`src/rtl/lane_judge_scheduler.sv`:
```
// Four-lane rhythm judge: walks chart rows, times key edges against each row's window and streams hit/miss events.
// Optional PERFECT_WINDOW_EN: hits in the middle half of the window score 2 and flag judge_perfect.
module lane_judge_scheduler #(
  parameter int ROW_W         = 8,
  parameter int LAST_ROW      = 255,
  parameter int TICKS_PER_ROW = 16
) (
  input  logic             clk,
  input  logic             rst,
  input  logic             start,
  input  logic [3:0]       key,
  output logic [ROW_W-1:0] rom_addr,
  input  logic [3:0]       rom_data,
  output logic [15:0]      score,
  output logic [11:0]      combo,
  output logic [11:0]      max_combo,
  output logic             judge_valid,
  input  logic             judge_ready,
  output logic [1:0]       judge_lane,
  output logic             judge_hit,
  output logic             judge_perfect,
  output logic             busy,
  output logic             done
);

  typedef enum logic [2:0] {IDLE, FETCH, LOAD, PLAY, DRAIN, FIN} state_t;

  state_t           state, state_nxt;
  logic [ROW_W-1:0] row;
  logic [15:0]      tick;
  logic [3:0]       pending, key_prev, flag, evt_hit, evt_perf;
  logic [1:0]       ptr, lane_sel;
  logic             valid_q;

  logic [3:0]  key_edge, hit, miss, perf, raise, clr, flag_nxt;
  logic        last_tick, row_last, accept, can_load, found;
  logic [1:0]  gnt;
  logic [3:0]  hit_pts;
  logic [11:0] combo_base, combo_nxt;
  logic [15:0] score_nxt;

  function automatic logic [2:0] popcnt4(input logic [3:0] v);
    return 3'(v[0]) + 3'(v[1]) + 3'(v[2]) + 3'(v[3]);
  endfunction

  function automatic logic [15:0] sat16(input logic [16:0] v);
    return v[16] ? 16'hFFFF : v[15:0];
  endfunction

  function automatic logic [11:0] sat12(input logic [12:0] v);
    return v[12] ? 12'hFFF : v[11:0];
  endfunction

  assign last_tick = (tick == 16'(TICKS_PER_ROW - 1));
  assign row_last  = (row == ROW_W'(LAST_ROW));
  assign key_edge  = key & ~key_prev;
  assign hit       = (state == PLAY) ? (key_edge & pending) : 4'b0;
  // A key edge on the final tick wins over the timeout miss.
  assign miss      = (state == PLAY && last_tick) ? (pending & ~key_edge) : 4'b0;
  assign raise     = hit | miss;

`ifdef PERFECT_WINDOW_EN
  assign perf = (tick >= 16'(TICKS_PER_ROW / 4) && tick < 16'((3 * TICKS_PER_ROW) / 4)) ? hit : 4'b0;
`else
  assign perf = 4'b0;
`endif

  assign hit_pts    = {1'b0, popcnt4(hit)} + {1'b0, popcnt4(perf)};
  assign score_nxt  = sat16({1'b0, score} + 17'(hit_pts));
  assign combo_base = (|miss) ? 12'd0 : combo;
  assign combo_nxt  = sat12({1'b0, combo_base} + 13'(popcnt4(hit)));

  assign accept   = valid_q & judge_ready;
  assign clr      = accept ? (4'b0001 << lane_sel) : 4'b0;
  assign flag_nxt = (flag & ~clr) | raise;
  assign can_load = ~valid_q | judge_ready;

  // Round-robin pick starting at ptr; the presented lane is held until accepted.
  always_comb begin
    logic [1:0] idx;
    found = 1'b0;
    gnt   = ptr;
    idx   = ptr;
    for (int k = 0; k < 4; k++) begin
      idx = ptr + 2'(k);
      if (!found && flag_nxt[idx]) begin
        found = 1'b1;
        gnt   = idx;
      end
    end
  end

  assign judge_valid   = valid_q;
  assign judge_lane    = lane_sel;
  assign judge_hit     = evt_hit[lane_sel];
  assign judge_perfect = evt_perf[lane_sel];
  assign busy          = (state != IDLE);
  assign done          = (state == FIN);

  always_ff @(posedge clk or posedge rst) begin
    if (rst) state <= IDLE;
    else     state <= state_nxt;
  end

  always_comb begin
    state_nxt = state;
    case (state)
      IDLE:    if (start) state_nxt = FETCH;
      FETCH:   state_nxt = LOAD;
      LOAD:    state_nxt = PLAY;
      PLAY:    if (last_tick) state_nxt = DRAIN;
      DRAIN:   if (flag == 4'b0) state_nxt = row_last ? FIN : FETCH;
      FIN:     state_nxt = IDLE;
      default: state_nxt = IDLE;
    endcase
  end

  always_ff @(posedge clk or posedge rst) begin
    if (rst) begin
      rom_addr  <= '0;
      row       <= '0;
      tick      <= '0;
      pending   <= '0;
      key_prev  <= '0;
      flag      <= '0;
      evt_hit   <= '0;
      evt_perf  <= '0;
      ptr       <= '0;
      lane_sel  <= '0;
      valid_q   <= 1'b0;
      score     <= '0;
      combo     <= '0;
      max_combo <= '0;
    end else begin
      key_prev <= key;
      flag     <= flag_nxt;
      evt_hit  <= (evt_hit & ~raise) | hit;
      evt_perf <= (evt_perf & ~raise) | perf;
      if (can_load) begin
        valid_q <= found;
        if (found) begin
          lane_sel <= gnt;
          ptr      <= gnt + 2'd1;
        end
      end
      case (state)
        IDLE: if (start) begin
          score     <= '0;
          combo     <= '0;
          max_combo <= '0;
          row       <= '0;
          rom_addr  <= '0;
        end
        LOAD: begin
          pending <= rom_data;
          tick    <= '0;
        end
        PLAY: begin
          tick    <= tick + 16'd1;
          pending <= pending & ~raise;
          if (|raise) begin
            score     <= score_nxt;
            combo     <= combo_nxt;
            max_combo <= (combo_nxt > max_combo) ? combo_nxt : max_combo;
          end
        end
        DRAIN: if (flag == 4'b0 && !row_last) begin
          row      <= row + ROW_W'(1);
          rom_addr <= row + ROW_W'(1);
        end
        default: ;
      endcase
    end
  end

endmodule

```
`config.mk`:
```
export PLATFORM = sky130hd
export DESIGN_NAME = lane_judge_scheduler
export DESIGN_NICKNAME = d
export VERILOG_FILES = /design/src/rtl/lane_judge_scheduler.sv
export SDC_FILE = /design/constraint.sdc
export NUM_CORES = 1
export LEC_CHECK = 0
export BUFFER_PORTS_ARGS = -buffer_cell sky130_fd_sc_hd__buf_2
export CAP_MARGIN = 20
export CORE_UTILIZATION = 45
export CTS_BUF_LIST = sky130_fd_sc_hd__clkbuf_4
export CTS_CLUSTER_SIZE = 12
export DETAILED_ROUTE_END_ITERATION = 10
export SETUP_SLACK_MARGIN = 0.5
export SLEW_MARGIN = 20
export SYNTH_ARGS = -nofsm -noshare
export SYNTH_HDL_FRONTEND = slang
export SYNTH_SLANG_ARGS = --single-unit
```
`constraint.sdc`:
```
create_clock -name clk -period 6.1 [get_ports clk]
set_clock_uncertainty 0.2 [all_clocks]
set_input_delay 1.22 -clock clk [delete_from_list [all_inputs] [get_ports clk]]
set_output_delay 1.22 -clock clk [all_outputs]
set_load 0.02 [all_outputs]
```
==> results of run 1 <==
==> what timing repair did <==
item,CTS,global route
setup endpoints to repair,0,12
hold buffers,0,0
endpoints found under the hold margin,0,0
resized for setup,0,10
==> Yosys cell counts, types with 3 or more instances <==
master and count:
dfrtp_1 92, and3_1 9, nor2b_1 12, a41oi_1 4, a21oi_1 26, nand2_1 65, nor3_1 11, nor4_1 3
and2_1 3, xor2_1 3, or3_1 3, nor2_1 25, fa_1 3, o21ai_0 61, a22o_1 27, nand2b_1 9
o31ai_1 8, mux2i_1 14, nand3_1 19, a21o_1 12, o22ai_1 6, buf_2 7, nand4b_1 4, a31oi_1 3
inv_1 28, nor4_4 3, ha_1 22, xnor2_1 6, buf_6 3, mux2_2 5, nand4_1 8, and4_1 5
o21a_1 5, clkbuf_1 15
==> metrics by stage <==
stage,area (sq um),cells,hold WS (ps),setup slack (ps),util
2_1_floorplan,5470,572,259,508,-
3_3_place_gp,5970,772,283,241,0.514
3_5_place_dp,5970,772,288,51.8,0.514
4_1_cts,6150,788,327,561,0.530
5_1_grt,6180,788,337,501,0.532
6_report,6180,788,321,764,0.532
==> cell families after synthesis <==
group	Yosys count
AO/OA/AOI/OAI	176
buffers and inverters	57
adder cells (fa/ha/maj)	25
AND/OR/NAND/NOR	191
multiplexers	22
flip-flops	92
XOR/XNOR	9
==> power breakdown <==
group,internal [mW],switching (mW),leakage (nW)
Combinational,0.377,0.665,1.65
Clock,0.206,0.221,0.0919
Sequential,0.739,0.140,1.19
==> cell usage in the layout, fill, tap and decap left out, types with 14 or more instances in the layout <==
master / synthesis / layout
mux2i_1: 14 / 14
nand2_1: 65 / 65
ha_1: 22 / 22
dfrtp_1: 92 / 90
a22o_1: 27 / 27
buf_4: 0 / 17
nand3_1: 19 / 19
a21oi_1: 26 / 24
nor2_1: 25 / 23
o21ai_0: 61 / 58
buf_2: 7 / 66
inv_1: 28 / 27
==> state kept, by name (all words and copies together), names as in the netlist <==
signal and count:
key_prev 4, row 8, pending 4, ptr 2, combo 12, flag 4, state 3, max_combo 12
evt_hit 4, judge_valid 1, evt_perf 4, score 16, judge_lane 2, tick 16
==> metal layers <==
| layer | wire (um) | global-route usage |
|---|---|---|
| met1 | 6430 | 0.313 |
| met3 | 445 | 0.0373 |
| met4 | 144 | 0.0764 |
| met2 | 5860 | 0.328 |
| met5 | 0 | 0 |
==> cell type report <==
class,count,area (sq um),share of cell area
Multi-Input combinational cell,423,2940,0.475
Inverter,31,118,0.0190
Clock inverter,7,115,0.0186
Clock buffer,9,67.6,0.0109
Sequential cell,92,2300,0.373
Tap cell,143,179,0.0290
Timing Repair Buffer,83,458,0.0741
==> worst paths after layout <==
path | cells after the start | slack, ps | end | startpoint
worst min register to register | 1 | 320 | evt_perf[0] | evt_perf[0]
worst max-delay path | 22 | 760 | max_combo[7] | key[3]
max in group asynchronous | 3 | 3930 | state[0] | rst
min in group asynchronous | 2 | 510 | tick[7] | rst
worst min-delay path | 1 | 320 | evt_perf[0] | evt_perf[0]
worst max register to register | 22 | 870 | max_combo[7] | tick[0]
==> reports/qor.csv, run 1 <==
stage;metric;value;unit
yosys;synth-async-reset-ratio;1.00;
route;drc_errors;4;
route;first_pass_iters;8;
critical_path;slowest_stage;fa_1;
global_route;grt_pass1_vias;4262;
power_and_ir_drop;leakage;2.93;nW
yosys;synth_top_family_by_area;compound AO/OA/AOI/OAI gates;
critical_path;worst-setup-path-type;input port to flop;
floorplanning;row_count;39;
floorplanning;dieArea;12600;sq um
critical_path;cp_cell_sequence;buf_2 -> nand2b_1 -> nor2_1 -> fa_1 -> ha_1 -> ha_1 -> fa_1 -> a21oi_2 -> nor2_2 -> nand2_1 -> or3_4 -> and2b_1 -> inv_1 -> ha_1 -> nor2b_1 -> o21a_1 -> o21a_1 -> o21a_1 -> o21ai_1 -> a22oi_4 -> buf_4 -> mux2i_1;
clock_tree;htreeDepth;3;
yosys;ys_seq_area_frac;0.421;
timing;fin_crit;5340;ps
floorplanning;core_area;11600;sq um
finish;nets;677;
timing;worstMarginPinSlew;1010;ps
critical_path;start_kind;input port;
global_route;grtUsageTotal;0.217;
timing;fmax;187;MHz
global_route;grt_pass1_wl;21800;um
clock_tree;cts_buffers;9;
yosys;synth_top_cell_area_share;0.421;
critical_path;crit_required;6260;ps
global_route;antenna_found_initial;0;
floorplanning;initial_core_util;0.471;
yosys;synth_flop_cell;dfrtp_1;
hold_path;hold_class;flop to flop;
yosys;synth_nets;609;
route;vias;4489;
yosys;yosys_warnings;0;
run_status;violations;design-rule violations;
clock_tree;cts_tree;done;
critical_path;critical_path_arrival;5500;ps
floorplanning;ioPinCount;67;
yosys;synthMuxAreaShare;0.0469;
global_route;grt_max_degree;68;
power_and_ir_drop;finalPower;2.35;mW
place;io_buffer_count;66;
yosys;synth-xor-area-share;0.0144;
critical_path;cp_num_buf_inv;3;
yosys;synth-seq-cells;92;
clock_tree;root_buffer;clkbuf_4;
yosys;syn_area;5470;sq um
timing;setup_violations;0;
yosys;synthSimpleGateAreaFrac;0.189;
route;final_antenna_net_count;0;
yosys;avgSynthCellArea;9.56;sq um
finish;filler_cell_count;1100;
place;gp_congestion;0.831;
finish;layout-drive-gt1-share;0.202;
yosys;synth-compound-area-share;0.220;
clock_tree;clk_latency;470;ps
timing;setup_tns;0;ps
route;wl_per_cell;16.3;um
critical_path;crit_family;adder cells;
timing;maxSlewViolCount;0;
finish;area_growth;13.0;%
clock_tree;post_cts_buffers;0;
critical_path;cp_slowest_stage_delay;490;ps
clock_tree;clock_path_buffers;2;
timing;hold_viol;0;
floorplanning;die_h;112;um
timing;rsz0062_at_grt;no;
yosys;synth_area_leaders;dfrtp_1 42%, o21ai_0 5.6%, ha_1 5.0%;
place;hpwl;9270;um
timing;slew-limit-headroom;0.326;
run;cap_violations;0;
critical_path;cp_max_fo;11;
route;viasPerCell;5.70;
timing;timing.final.crit_share;0.875;
yosys;ys_types;68;
critical_path;endpoint_kind;flop;
power_and_ir_drop;ir_worst_vdd;0.000218;V
global_route;grt-ovfl-total;0;
clock_tree;cts.sinks;92;
run_status;status;finished with violations;
clock_tree;cts.clk_slew.worst_paths;150;ps
route;drt-total-wl;12900;um
route;drtIter0Drc;220;
yosys;synthAdderAreaFrac;0.0613;
finish;diodes;0;
floorplanning;fp.dieW;112;um
yosys;synth-edff-count;0;
yosys;synth_area_leader_cell;dfrtp_1;
power_and_ir_drop;p_per_area;380;nW/um^2
yosys;postSynthCellCount;572;
(Power assumes the default switching activity.)
==> run 2, diff against run 1 <==
--- a/config.mk
+++ b/config.mk
@@ -7,8 +7,8 @@
 export LEC_CHECK = 0
 export BUFFER_PORTS_ARGS = -buffer_cell sky130_fd_sc_hd__buf_2
 export CAP_MARGIN = 20
-export CORE_UTILIZATION = 45
-export CTS_BUF_LIST = sky130_fd_sc_hd__clkbuf_4
+export CORE_UTILIZATION = 40
+export CTS_BUF_LIST = sky130_fd_sc_hd__clkbuf_16
 export CTS_CLUSTER_SIZE = 12
 export DETAILED_ROUTE_END_ITERATION = 10
 export SETUP_SLACK_MARGIN = 0.5
==> reports/qor.csv, run 2 (synthesized netlist as in run 1, its figures left out) <==
stage;metric;value;unit
run_status;status;finished, final reports clean;
place;place_ws;45.0;ps
global_route;grt_max_degree;48;
clock_tree;cts_tree;done;
timing;layout_setup_ws;747;ps
critical_path;slowest_stage;fa_1;
critical_path;cp_max_fo;11;
route;drtIter0Drc;314;
timing;rsz0062_at_grt;no;
place;placed_cell_area;6020;sq um
route;vias;4594;
clock_tree;cts.clk_slew.worst_paths;70;ps
critical_path;start_kind;input port;
critical_path;worst-setup-path-type;input port to flop;
critical_path;reg2reg_slack;920;ps
clock_tree;cts.sinks;92;
power_and_ir_drop;ir_worst_vdd;0.000230;V
route;dr.max_layer_used;met4;
power_and_ir_drop;finalPower;2.60;mW
finish;layout-drive-gt1-share;0.206;
clock_tree;post_cts_buffers;0;
finish;filler_cell_count;1249;
route;drc_errors;0;
critical_path;reg2reg_depth;22;
global_route;grtUsageTotal;0.208;
route;drt-total-wl;13800;um
finish;stdcell_area;6400;sq um
power_and_ir_drop;leakage;3.01;nW
critical_path;crit_required;6140;ps
floorplanning;die_h;119;um
critical_path;cp_slowest_stage_delay;440;ps
floorplanning;fp.dieW;119;um
critical_path;endpoint_kind;flop;
floorplanning;ioPinCount;67;
critical_path;crit_start;key[3];
finish;final_common_cell;dfrtp_1;
timing;maxSlewViolCount;0;
clock_tree;clk_latency;360;ps
finish;diodes;0;
global_route;grt_pass1_wl;23400;um
route;met3_wirelength;440;um
clock_tree;cts_resized;1;
floorplanning;row_count;42;
hold_path;hold_class;flop to flop;
place;io_buffer_count;66;
place;gp_congestion;0.827;
critical_path;cp_common_cell;o21a_1;
critical_path;timing.rr.start;tick[0];
place;hpwl;9830;um
route;first_pass_iters;4;
critical_path;critical_path_arrival;5400;ps
timing;hold_viol;0;
route;m1WireLength;6420;um
timing;slew-limit-headroom;0.435;
clock_tree;postCtsHoldBufs;0;
run;cap_violations;0;
timing;worstMarginPinSlew;844;ps
clock_tree;root_buffer;clkbuf_16;
critical_path;crit_path_end;max_combo[3];
global_route;grt-ovfl-total;0;
timing;setup_tns;0;ps
timing;setup_violations;0;
floorplanning;core_area;13300;sq um
floorplanning;initial_core_util;0.411;
clock_tree;htreeDepth;3;
route;wl_per_cell;16.8;um
floorplanning;dieArea;14100;sq um
global_route;grt_pass1_vias;4645;
finish;area_growth;17.1;%
clock_tree;clock_path_buffers;2;
route;final_antenna_net_count;0;
finish;nets;679;
critical_path;timing.rr.end;max_combo[3];
timing;fin_crit;5350;ps
route;viasPerCell;5.58;
timing;timing.final.crit_share;0.878;
timing;fmax;187;MHz
critical_path;cp_cell_sequence;buf_2 -> nand2b_1 -> nor2_2 -> fa_1 -> ha_1 -> ha_2 -> fa_2 -> a21oi_2 -> nor2_2 -> nand2_1 -> or3_4 -> and2b_1 -> inv_1 -> ha_1 -> nor2b_1 -> o21a_1 -> o21a_1 -> o21a_1 -> o21ai_2 -> a22oi_4 -> buf_4 -> mux2i_1;
route;wl_met2;6660;um
finish;final_cell_mix;92 x dfrtp_1, 66 x buf_2, 65 x nand2_1;
finish;top_regs;score x16, tick x16;
clock_tree;cts_buffers;9;
power_and_ir_drop;p_per_area;406;nW/um^2
global_route;antenna_found_initial;0;
run 2: layer usage:
layer,track usage,up-vias
met4,0.0870,0
met2,0.344,93
met1,0.273,2249
met5,0,-
met3,0.0307,20
li1,-,2232
run 2: worst max-delay path: cells and delay by family:
kind | cells | cell delay, ps
buffers and inverters | 3 | 390
adder cells (fa/ha/maj) | 5 | 1510
AND/OR/NAND/NOR | 7 | 1280
multiplexers | 1 | 130
AO/OA/AOI/OAI | 6 | 850
run 2: how the worst min path moves through the flow:
stage | endpoint | depth (start not counted) | start
floorplan | evt_perf[3] | 1 | evt_perf[3]
global placement | evt_perf[1] | 1 | evt_perf[1]
detailed placement | evt_hit[2] | 2 | evt_hit[2]
CTS | evt_hit[0] | 2 | evt_hit[0]
global route | row[7] | 1 | row[7]
finish | evt_hit[0] | 2 | evt_hit[0]
run 2: final cells by class:
type                    count  area [sq um]  area share
repair buffers             85           473      0.0739
well taps                 176           220      0.0344
clock inverters             7           121      0.0190
clock buffers               9           225      0.0352
inverters                  31           118      0.0184
flip-flops and latches     92          2300       0.360
multi-input cells         423          2940       0.460
run 2: power by group:
part           switching [mW]  total (mW)  internal (mW)
Clock                   0.260       0.664          0.404
Combinational           0.674        1.05          0.380
Sequential              0.138       0.878          0.740
run 2: through the flow:
stage,hold WS (ps),util,instances
after floorplan,259,-,572
after global placement,285,0.453,807
after detailed placement,295,0.453,807
after CTS,319,0.480,823
after global routing,333,0.482,823
final,315,0.482,823
